[config.mk]
export PLATFORM = sky130hd
export DESIGN_NAME = fifo_write_arbiter
export DESIGN_NICKNAME = d
export VERILOG_FILES = /design/src/rtl/fifo_arb_pkg.sv /design/src/rtl/rr_picker.sv /design/src/rtl/fifo_write_arbiter.sv
export SDC_FILE = /design/constraint.sdc
export NUM_CORES = 1
export LEC_CHECK = 0
export ABC_CLOCK_PERIOD_IN_PS = 3600
export BUFFER_PORTS_ARGS = -buffer_cell sky130_fd_sc_hd__buf_2
export CAP_MARGIN = 25
export CORE_ASPECT_RATIO = 0.5
export CORE_MARGIN = 1
export CORE_UTILIZATION = 39
export CTS_CLUSTER_DIAMETER = 50
export DETAILED_ROUTE_END_ITERATION = 12
export GPL_ROUTABILITY_DRIVEN = 0
export PLACE_DENSITY_LB_ADDON = 0.3
export SYNTH_ARGS = -nofsm -noshare
export SYNTH_HDL_FRONTEND = slang
export SYNTH_HIERARCHICAL = 1
export SYNTH_SLANG_ARGS = --single-unit
export TNS_END_PERCENT = 30
[constraint.sdc]
create_clock -name clk -period 3.6 [get_ports clk]
set_input_delay 0.18 -clock clk [delete_from_list [all_inputs] [get_ports clk]]
set_output_delay 0.18 -clock clk [all_outputs]
set_load 0.005 [all_outputs]
[src/rtl/fifo_arb_pkg.sv]
// Shared types for the FIFO write arbiter.
//   arb_state_e : arbiter FSM states (IDLE, GRANT)
//   beat_t      : one FIFO write beat at the default geometry (PAR_WRITE x DATA_WIDTH)
package fifo_arb_pkg;

    localparam int unsigned DefDataWidth = 8;
    localparam int unsigned DefParWrite  = 4;
    // Wide enough for MAX_BURST up to 15.
    localparam int unsigned BurstCntW    = 4;

    typedef enum logic [0:0] {
        IDLE  = 1'b0,
        GRANT = 1'b1
    } arb_state_e;

    typedef logic [DefParWrite-1:0][DefDataWidth-1:0] beat_t;

endpackage

[src/rtl/rr_picker.sv]
// Combinational round-robin priority select.
//   req_i     : request vector, one bit per requester
//   last_id_i : previous owner; the search starts at last_id_i + 1 (mod NUM_REQ)
//   valid_o   : at least one request present
//   id_o      : index of the winning requester (0 when valid_o is low)
module rr_picker
    import fifo_arb_pkg::*;
#(
    parameter int unsigned NUM_REQ = 4,
    parameter int unsigned ID_W    = $clog2(NUM_REQ)
) (
    input  logic [NUM_REQ-1:0] req_i,
    input  logic [ID_W-1:0]    last_id_i,
    output logic               valid_o,
    output logic [ID_W-1:0]    id_o
);

    logic [ID_W-1:0] cand;

    always_comb begin
        valid_o = 1'b0;
        id_o    = '0;
        cand    = '0;
        // Offset NUM_REQ wraps back to last_id_i itself, so it has the lowest priority.
        for (int unsigned off = 1; off <= NUM_REQ; off++) begin
            cand = ID_W'((32'(last_id_i) + off) % NUM_REQ);
            if (!valid_o && req_i[cand]) begin
                valid_o = 1'b1;
                id_o    = cand;
            end
        end
    end

endmodule

[src/rtl/fifo_write_arbiter.sv]
// Round-robin arbiter funnelling NUM_REQ requesters into one FIFO write port.
// A grant lasts until MAX_BURST beats are accepted or the owner drops req_valid.
// At most one beat is in flight, so peak throughput is one beat every two cycles.
//
// Ports:
//   clk, rst          : clock; asynchronous active-low reset
//   req_valid/data    : per-requester beat offer and payload
//   req_ready         : per-requester accept strobe (combinational)
//   fifo_ready        : FIFO can take one beat
//   fifo_data_in      : registered beat, held between writes
//   fifo_write_enable : one-cycle write strobe, the cycle after an accept
//   grant_id          : current owner
//   busy              : high while a grant is active
//   beat_count        : 16-bit wrapping count of write strobes; only present when
//                       FIFO_WRITE_ARBITER_STATS_EN is defined
module fifo_write_arbiter
    import fifo_arb_pkg::*;
#(
    parameter int unsigned DATA_WIDTH = 8,
    parameter int unsigned PAR_WRITE  = 4,
    parameter int unsigned NUM_REQ    = 4,
    parameter int unsigned MAX_BURST  = 4
) (
    input  logic                                         clk,
    input  logic                                         rst,
    input  logic [NUM_REQ-1:0]                           req_valid,
    input  logic [NUM_REQ-1:0][PAR_WRITE-1:0][DATA_WIDTH-1:0] req_data,
    output logic [NUM_REQ-1:0]                           req_ready,
    input  logic                                         fifo_ready,
    output logic [PAR_WRITE-1:0][DATA_WIDTH-1:0]         fifo_data_in,
    output logic                                         fifo_write_enable,
    output logic [$clog2(NUM_REQ)-1:0]                   grant_id,
`ifdef FIFO_WRITE_ARBITER_STATS_EN
    output logic [15:0]                                  beat_count,
`endif
    output logic                                         busy
);

    localparam int unsigned          IdW       = $clog2(NUM_REQ);
    localparam logic [BurstCntW-1:0] MaxBurst  = BurstCntW'(MAX_BURST);
    localparam logic [IdW-1:0]       LastIdRst = IdW'(NUM_REQ - 1);

    typedef logic [PAR_WRITE-1:0][DATA_WIDTH-1:0] word_beat_t;

    arb_state_e           state_q, state_d;
    logic [IdW-1:0]       grant_id_q, grant_id_d;
    logic [IdW-1:0]       last_id_q, last_id_d;
    logic [BurstCntW-1:0] burst_cnt_q, burst_cnt_d;
    logic                 we_q, we_d;
    word_beat_t           data_q, data_d;

    logic                 pick_valid;
    logic [IdW-1:0]       pick_id;
    logic                 accept;

    rr_picker #(
        .NUM_REQ (NUM_REQ),
        .ID_W    (IdW)
    ) u_rr_picker (
        .req_i     (req_valid),
        .last_id_i (last_id_q),
        .valid_o   (pick_valid),
        .id_o      (pick_id)
    );

    // Blocking on we_q keeps a single beat in flight.
    assign accept = (state_q == GRANT) & req_valid[grant_id_q] & fifo_ready & ~we_q;

    // State register
    always_ff @(posedge clk or negedge rst) begin
        if (!rst) begin
            state_q <= IDLE;
        end else begin
            state_q <= state_d;
        end
    end

    // Next-state and grant bookkeeping
    always_comb begin
        state_d     = state_q;
        grant_id_d  = grant_id_q;
        last_id_d   = last_id_q;
        burst_cnt_d = burst_cnt_q;
        unique case (state_q)
            IDLE: begin
                if (pick_valid) begin
                    state_d     = GRANT;
                    grant_id_d  = pick_id;
                    burst_cnt_d = '0;
                end
            end
            GRANT: begin
                if (!req_valid[grant_id_q]) begin
                    state_d   = IDLE;
                    last_id_d = grant_id_q;
                end else if (accept) begin
                    burst_cnt_d = (burst_cnt_q == MaxBurst) ? burst_cnt_q
                                                            : burst_cnt_q + 1'b1;
                    if (burst_cnt_d == MaxBurst) begin
                        state_d   = IDLE;
                        last_id_d = grant_id_q;
                    end
                end
            end
            default: state_d = IDLE;
        endcase
    end

    // Outputs
    always_comb begin
        req_ready            = '0;
        req_ready[grant_id_q] = accept;
        busy                 = (state_q == GRANT);
        grant_id             = grant_id_q;
        fifo_write_enable    = we_q;
        fifo_data_in         = data_q;
    end

    // Write datapath: capture the owner's beat on accept, hold otherwise.
    always_comb begin
        we_d   = accept;
        data_d = accept ? req_data[grant_id_q] : data_q;
    end

    always_ff @(posedge clk or negedge rst) begin
        if (!rst) begin
            grant_id_q  <= '0;
            last_id_q   <= LastIdRst;
            burst_cnt_q <= '0;
            we_q        <= 1'b0;
            data_q      <= '0;
        end else begin
            grant_id_q  <= grant_id_d;
            last_id_q   <= last_id_d;
            burst_cnt_q <= burst_cnt_d;
            we_q        <= we_d;
            data_q      <= data_d;
        end
    end

`ifdef FIFO_WRITE_ARBITER_STATS_EN
    logic [15:0] beat_count_q, beat_count_d;

    always_comb begin
        beat_count_d = beat_count_q + {15'd0, we_q};
    end

    always_ff @(posedge clk or negedge rst) begin
        if (!rst) begin
            beat_count_q <= '0;
        end else begin
            beat_count_q <= beat_count_d;
        end
    end

    assign beat_count = beat_count_q;
`endif

endmodule

After elaboration in Yosys (flattened, before gate mapping)

Index checks and enable logic that the tools add are counted.

Add/sub/neg operators: 5
$mul: 0
Div/mod/pow operators: 0
Order comparisons: 6
Equal/unequal tests: 7
Shifts and indexed selects: 0
Multiplexer cells: 35
Bitwise operators: 6
Reductions and logical operators: 10

Operators with widths:

| cell                  | count |
|---|---|
| $bmux W32 S2          | 1 |
| $mux W32              | 1 |
| $mux W4               | 4 |
| $lt A2 B3 Y1 const B  | 5 |
| $mux W1               | 14 |
| $mux W2               | 7 |
| $bmux W1 S2           | 5 |
| $eq A4 B3 Y1 const B  | 2 |
| $pmux W4 S2           | 1 |
| $ne A2 B1 Y1 const B  | 3 |
| $reduce_and A3 Y1     | 2 |
| $add A2 B1 Y2 const B | 2 |
| $add A2 B2 Y2 const B | 2 |
| $add A4 B1 Y4 const B | 1 |
| $and A4 B4 Y4         | 1 |
| $logic_and A1 B1 Y1   | 4 |
| $ne A2 B2 Y1 const B  | 2 |
| $and A1 B1 Y1         | 3 |
| $logic_not A1 Y1      | 3 |
| $demux W1 S2          | 1 |
| $ge A2 B1 Y1 const B  | 1 |
| $not A1 Y1            | 2 |
| $pmux W1 S2           | 1 |
| $reduce_and A2 Y1     | 1 |

Bits in registers: 42
Bits in latches: 0
RAM bits: 0
Memory bits (read-only): 0
Bits of input ports: 135
Output and inout port bits: 40
Word-level logic and storage cells: 78
Memories: 0

Logic depth before layout (Yosys ltp)

Word-level depth: 15
Gate-level depth with buffers: 7

Hierarchy

Netlist, hierarchy kept.

By module, submodules not included:

| module             | instances | cells each | area an instance (sq um) | sequential area each (sq um) |
|---|---|---|---|---|
| fifo_write_arbiter | 1         | 169        | 2,563.7                  | 1,053.5 |
| rr_picker          | 1         | 14         | 91.3                     | 0.0 |

Worst setup path before layout

Ideal clock, no wire load.

Path kind: reg-to-reg
From: register burst_cnt_q[0]
To: register last_id_q[0]
Library setup time: 0.082 ns
Data arrival time: 1.861 ns
Data required time: 3.518 ns
Slack: 1.657 ns
Cell stages (with the launch flop): 7
Buffers on the path: 0
Cells stage by stage: dfrtp_1 -> inv_1 -> ha_1 -> o21a_1 -> o311a_1 -> o32ai_1 -> mux2_2

Word-level cells in the longest chain between the ends: 5
Elaborated cells between the ends (all ways): 6
Those cells by class: add/sub (1); eq/ne (3); mux (1); reduce/logical (1)

Ends and longest elaborated chain:

| element                                       | RTL line                                           | source |
|---|---|---|
| start: declaration                            | fifo_write_arbiter.sv:48                           | `logic [BurstCntW-1:0] burst_cnt_q, burst_cnt_d;` |
| start signal: assignment                      | fifo_write_arbiter.sv:135                          | `burst_cnt_q <= burst_cnt_d;` |
| $add A4 B1 Y4 or $eq A4 B3 Y1 (tied branches) | fifo_write_arbiter.sv:98, fifo_write_arbiter.sv:97 |  |
| $mux W4 (*)                                   | fifo_write_arbiter.sv:97                           | `burst_cnt_d = (burst_cnt_q == MaxBurst) ? burst_cnt_q` |
| $eq A4 B3 Y1 (*)                              | fifo_write_arbiter.sv:99                           | `if (burst_cnt_d == MaxBurst) begin` |
| $ne A2 B1 Y1 (no source line) (*)             | -                                                  |  |
| $reduce_and A3 Y1 (no source line) (*)        | -                                                  |  |
| end signal: assignment                        | fifo_write_arbiter.sv:128                          | `last_id_q <= LastIdRst;` |
| end signal: assignment                        | fifo_write_arbiter.sv:134                          | `last_id_q <= last_id_d;` |
| end: declaration                              | fifo_write_arbiter.sv:47                           | `logic [IdW-1:0] last_id_q, last_id_d;` |

Mark *: on every way between the ends. The rest lies on a longest branch, timed or not.
A chain may end at the register's enable or synchronous reset.

Final worst setup path

From: register burst_cnt_q[0]
To: register last_id_q[1]

Same word-level chain as after synthesis.

==> reports/qor.txt <==
================================================================================
Outcome                                                             complete, no violations
Final worst clock skew                                               0.003231 ns
First-pass DRT Iterations                                                      4
Number of antenna violations at the first check in global routing              0
Depth of the worst register-to-register path                                   6
Vertical die dimension                                                  60.35 um
Number of remaining DRC errors                                                 0
RSZ-0062 raised after global routing                                       false
Compound-Gate Fraction of Synth Area                                      4.901%
First-pass GRT wire length                                              11.01 mm
DRT Wirelength                                                          6.734 mm
Fraction of layout instances using a drive strength above 1               73.52%
CP Launch Type                                                          register
Area enclosed by the die boundary                                       7162 um2
Library cell used as clock root buffer                                 clkbuf_16
Clock network latency to the later pin of the worst-skew pair            0.28 ns
Total CTS buffers                                                              5
Slew of the pin with the lowest slew margin                            0.8397 ns
Syn avg cell area                                                      14.51 um2
Fraction of power consumed by the clock network                            18.0%
Worst hold margin                                                      0.2226 ns
Worst hold-check path type                                          primary input to asynchronous set/reset pin
Buffers on Ports                                                             174
Count of pins on the block boundary                                          175
Distinct cell type count after synthesis                                      40
Number of synthesized register bits                                           42
Comb power frac                                                            51.6%
Worst-path maximum fanout                                                      7
Number of endpoints failing setup at the final stage                           0
Via density per instance                                                   5.190
Simple-gate share of the synthesized area                                 6.692%
Count of flip-flops with a built-in enable after synthesis                     0
Adder-cell share of the synthesized area                                 0.9425%
Clock sink count                                                              42
Commonest non-fill, non-tap cell in the layout                             buf_2
Share of power burned in registers                                         30.4%
Post-Synth XOR/XNOR Area                                                      0%
FILL cells                                                                   566
Leading post-synthesis cells by cell area                           dfrtp_1 (38%), mux4_2 (28%), mux2_2 (14%)
Endpoint arrival time on the critical path                               2.34 ns
Synthesis warning total                                                        6
Area share of the leading cell type in the synthesized netlist            37.70%
Commonest cells after routing, fill and taps aside                  buf_2 (174), dfrtp_1 (39), mux4_2 (33)
Switching component of the power                                        923.5 uW
Post-layout net count                                                        491
Synthesized instance count                                                   183
Worst vdd ir                                                            300.4 uV
Fmax                                                                   469.6 MHz
Overall global routing resource usage                                     19.74%
Via count of the first global-routing pass                                 2,400
Sequential fraction of the synthesis area                                 39.68%
DP Wirelength                                                           5.246 mm
Library cell with the largest summed area after synthesis                dfrtp_1
Number of setup buffers added after CTS                                        0
CTS clock-pin slew for the worst setup and hold paths                    0.06 ns
Number of placed instances, taps included                                    433
CTS H-tree depth                                                               2
Post-synthesis cell area                                                2655 um2
Average wire per standard cell                                          15.20 um
Main combinational cell family by area after synthesis              multiplexers
GR Overflow Total                                                              0
Sw Share                                                                  32.63%
Cell area power density                                             750.4 nW/um2
Internal power of the cells                                              1907 uW
Number of standard cells in the layout, taps in and fillers out              443
Required time at the endpoint of the critical path                       3.81 ns
Leakage power total                                                  0.001789 uW
Core area                                                               6306 um2
Net count after synthesis                                                    320
Antenna viol nets, final                                                       0
Worst setup path category                                           register to register
CTS tree                                                                     yes
Share of async-settable or async-resettable flops after synthesis         100.0%
Fin Setup TNS                                                               0 ns
Post-layout utilization of the core                                       59.82%
Via count of the routed design                                             2,299
Horizontal extent of the die                                            118.7 um
Post-layout power                                                        2831 uW
Syn-to-layout area delta                                                  42.08%
Max capacitance violation total                                                0
Detailed Route Iter0 Violations                                               81
Mux contribution to synthesized area                                      44.20%
Flip-flop cell with the highest count after synthesis                    dfrtp_1
Row Count                                                                     20
Max-slew headroom at the worst pin                                        44.02%
Worst reg2reg setup slack                                                1.47 ns
Starting density of the core                                              42.10%
Post-cts gate resize count                                                     0
Final hold violations                                                          0
Final number of max-transition violations                                      0
Buffer levels on the longest clock path                                        2
Final period demand of the worst path                                   2.129 ns
Kind of end point of the critical path                                  register
Largest net degree at the start of global routing                             43
Period utilization                                                        59.15%
Antenna diode count                                                            0
================================================================================
==> cell families (layout without fill, tap and decap cells) <==
family,count (synthesis),in the layout
mux,70,70
simple gates,32,32
compound gates,18,18
buf+inv,19,191
flops,42,42
fa+ha+maj,2,2
==> through the flow <==
step	setup WS, ns	area, um2
after global routing	1.373	3772
after detailed placement	1.471	3576
final	1.471	3772
after CTS	1.464	3742
after floorplan	1.657	2655
after global placement	1.596	3576
==> layer usage <==
layer / vias to the layer above / track usage, % / share of wire (%)
li1: 1064 / - / -
met1: 1148 / 22.85 / 41
met2: 72 / 37.68 / 53
met3: 15 / 4.511 / 4.3
met4: 0 / 6.691 / 1.9
met5: - / 0 / 0
==> final timing paths <==
kind	from	endpoint
min in group clk	req_data[81]	fifo_data_in[17]
setup reg to reg	burst_cnt_q[0]	last_id_q[1]
hold / removal	rst	fifo_write_enable
max in group asynchronous	rst	last_id_q[1]
setup / recovery	burst_cnt_q[0]	last_id_q[1]
hold reg to reg	fifo_data_in[17]	fifo_data_in[17]
==> cells in the mapped netlist, drive strengths merged, types with 2 or more instances <==
cell,instances
nor2,5
dfstp,2
buf,10
nand4,2
dfrtp,40
nor3,4
nand2b,3
nand2,8
ha,2
mux2,36
a21oi,7
mux4,33
o21ai,2
inv,5
nor2b,2
clkbuf,4
==> layout make-up <==
class / instances / area [um2] / share of cell area, %
repair buffers: 178 / 915.9 / 24.28
clock buffers: 6 / 128.9 / 3.416
inverters: 5 / 18.77 / 0.4975
flip-flops and latches: 42 / 1055 / 27.96
multi-input cells: 122 / 1506 / 39.93
well taps: 88 / 110.1 / 2.919
clock inverters: 2 / 37.54 / 0.9950
==> power groups by stage <==
stage	clock, uW	sequential, uW	combinational (uW)
2_1_floorplan	0	871	1030
3_3_place_gp	0	856	1420
3_5_place_dp	0	871	1480
4_1_cts	517	866	1480
5_1_grt	540	898	1600
6_report	509	861	1460
==> registers in the layout (all words and copies together) (netlist names) <==
name / count
fifo_write_enable: 1
grant_id: 2
burst_cnt_q: 4
fifo_data_in: 32
busy: 1
last_id_q: 2
==> worst max-delay path, cell delays in order (launching register included) <==
cell and delay, ns:
dfrtp_1 0.45, inv_1 0.10, ha_1 0.25, o21a_1 0.19, o311a_1 0.31, o32ai_1 0.38, mux2_2 0.38
==> what timing repair did <==
item                                   4_1_cts  5_1_grt
hold buffers                                 0        1
endpoints found under the hold margin        0       40
setup endpoints to repair                    0        0
No activity file was read; power rests on OpenSTA's default activity.
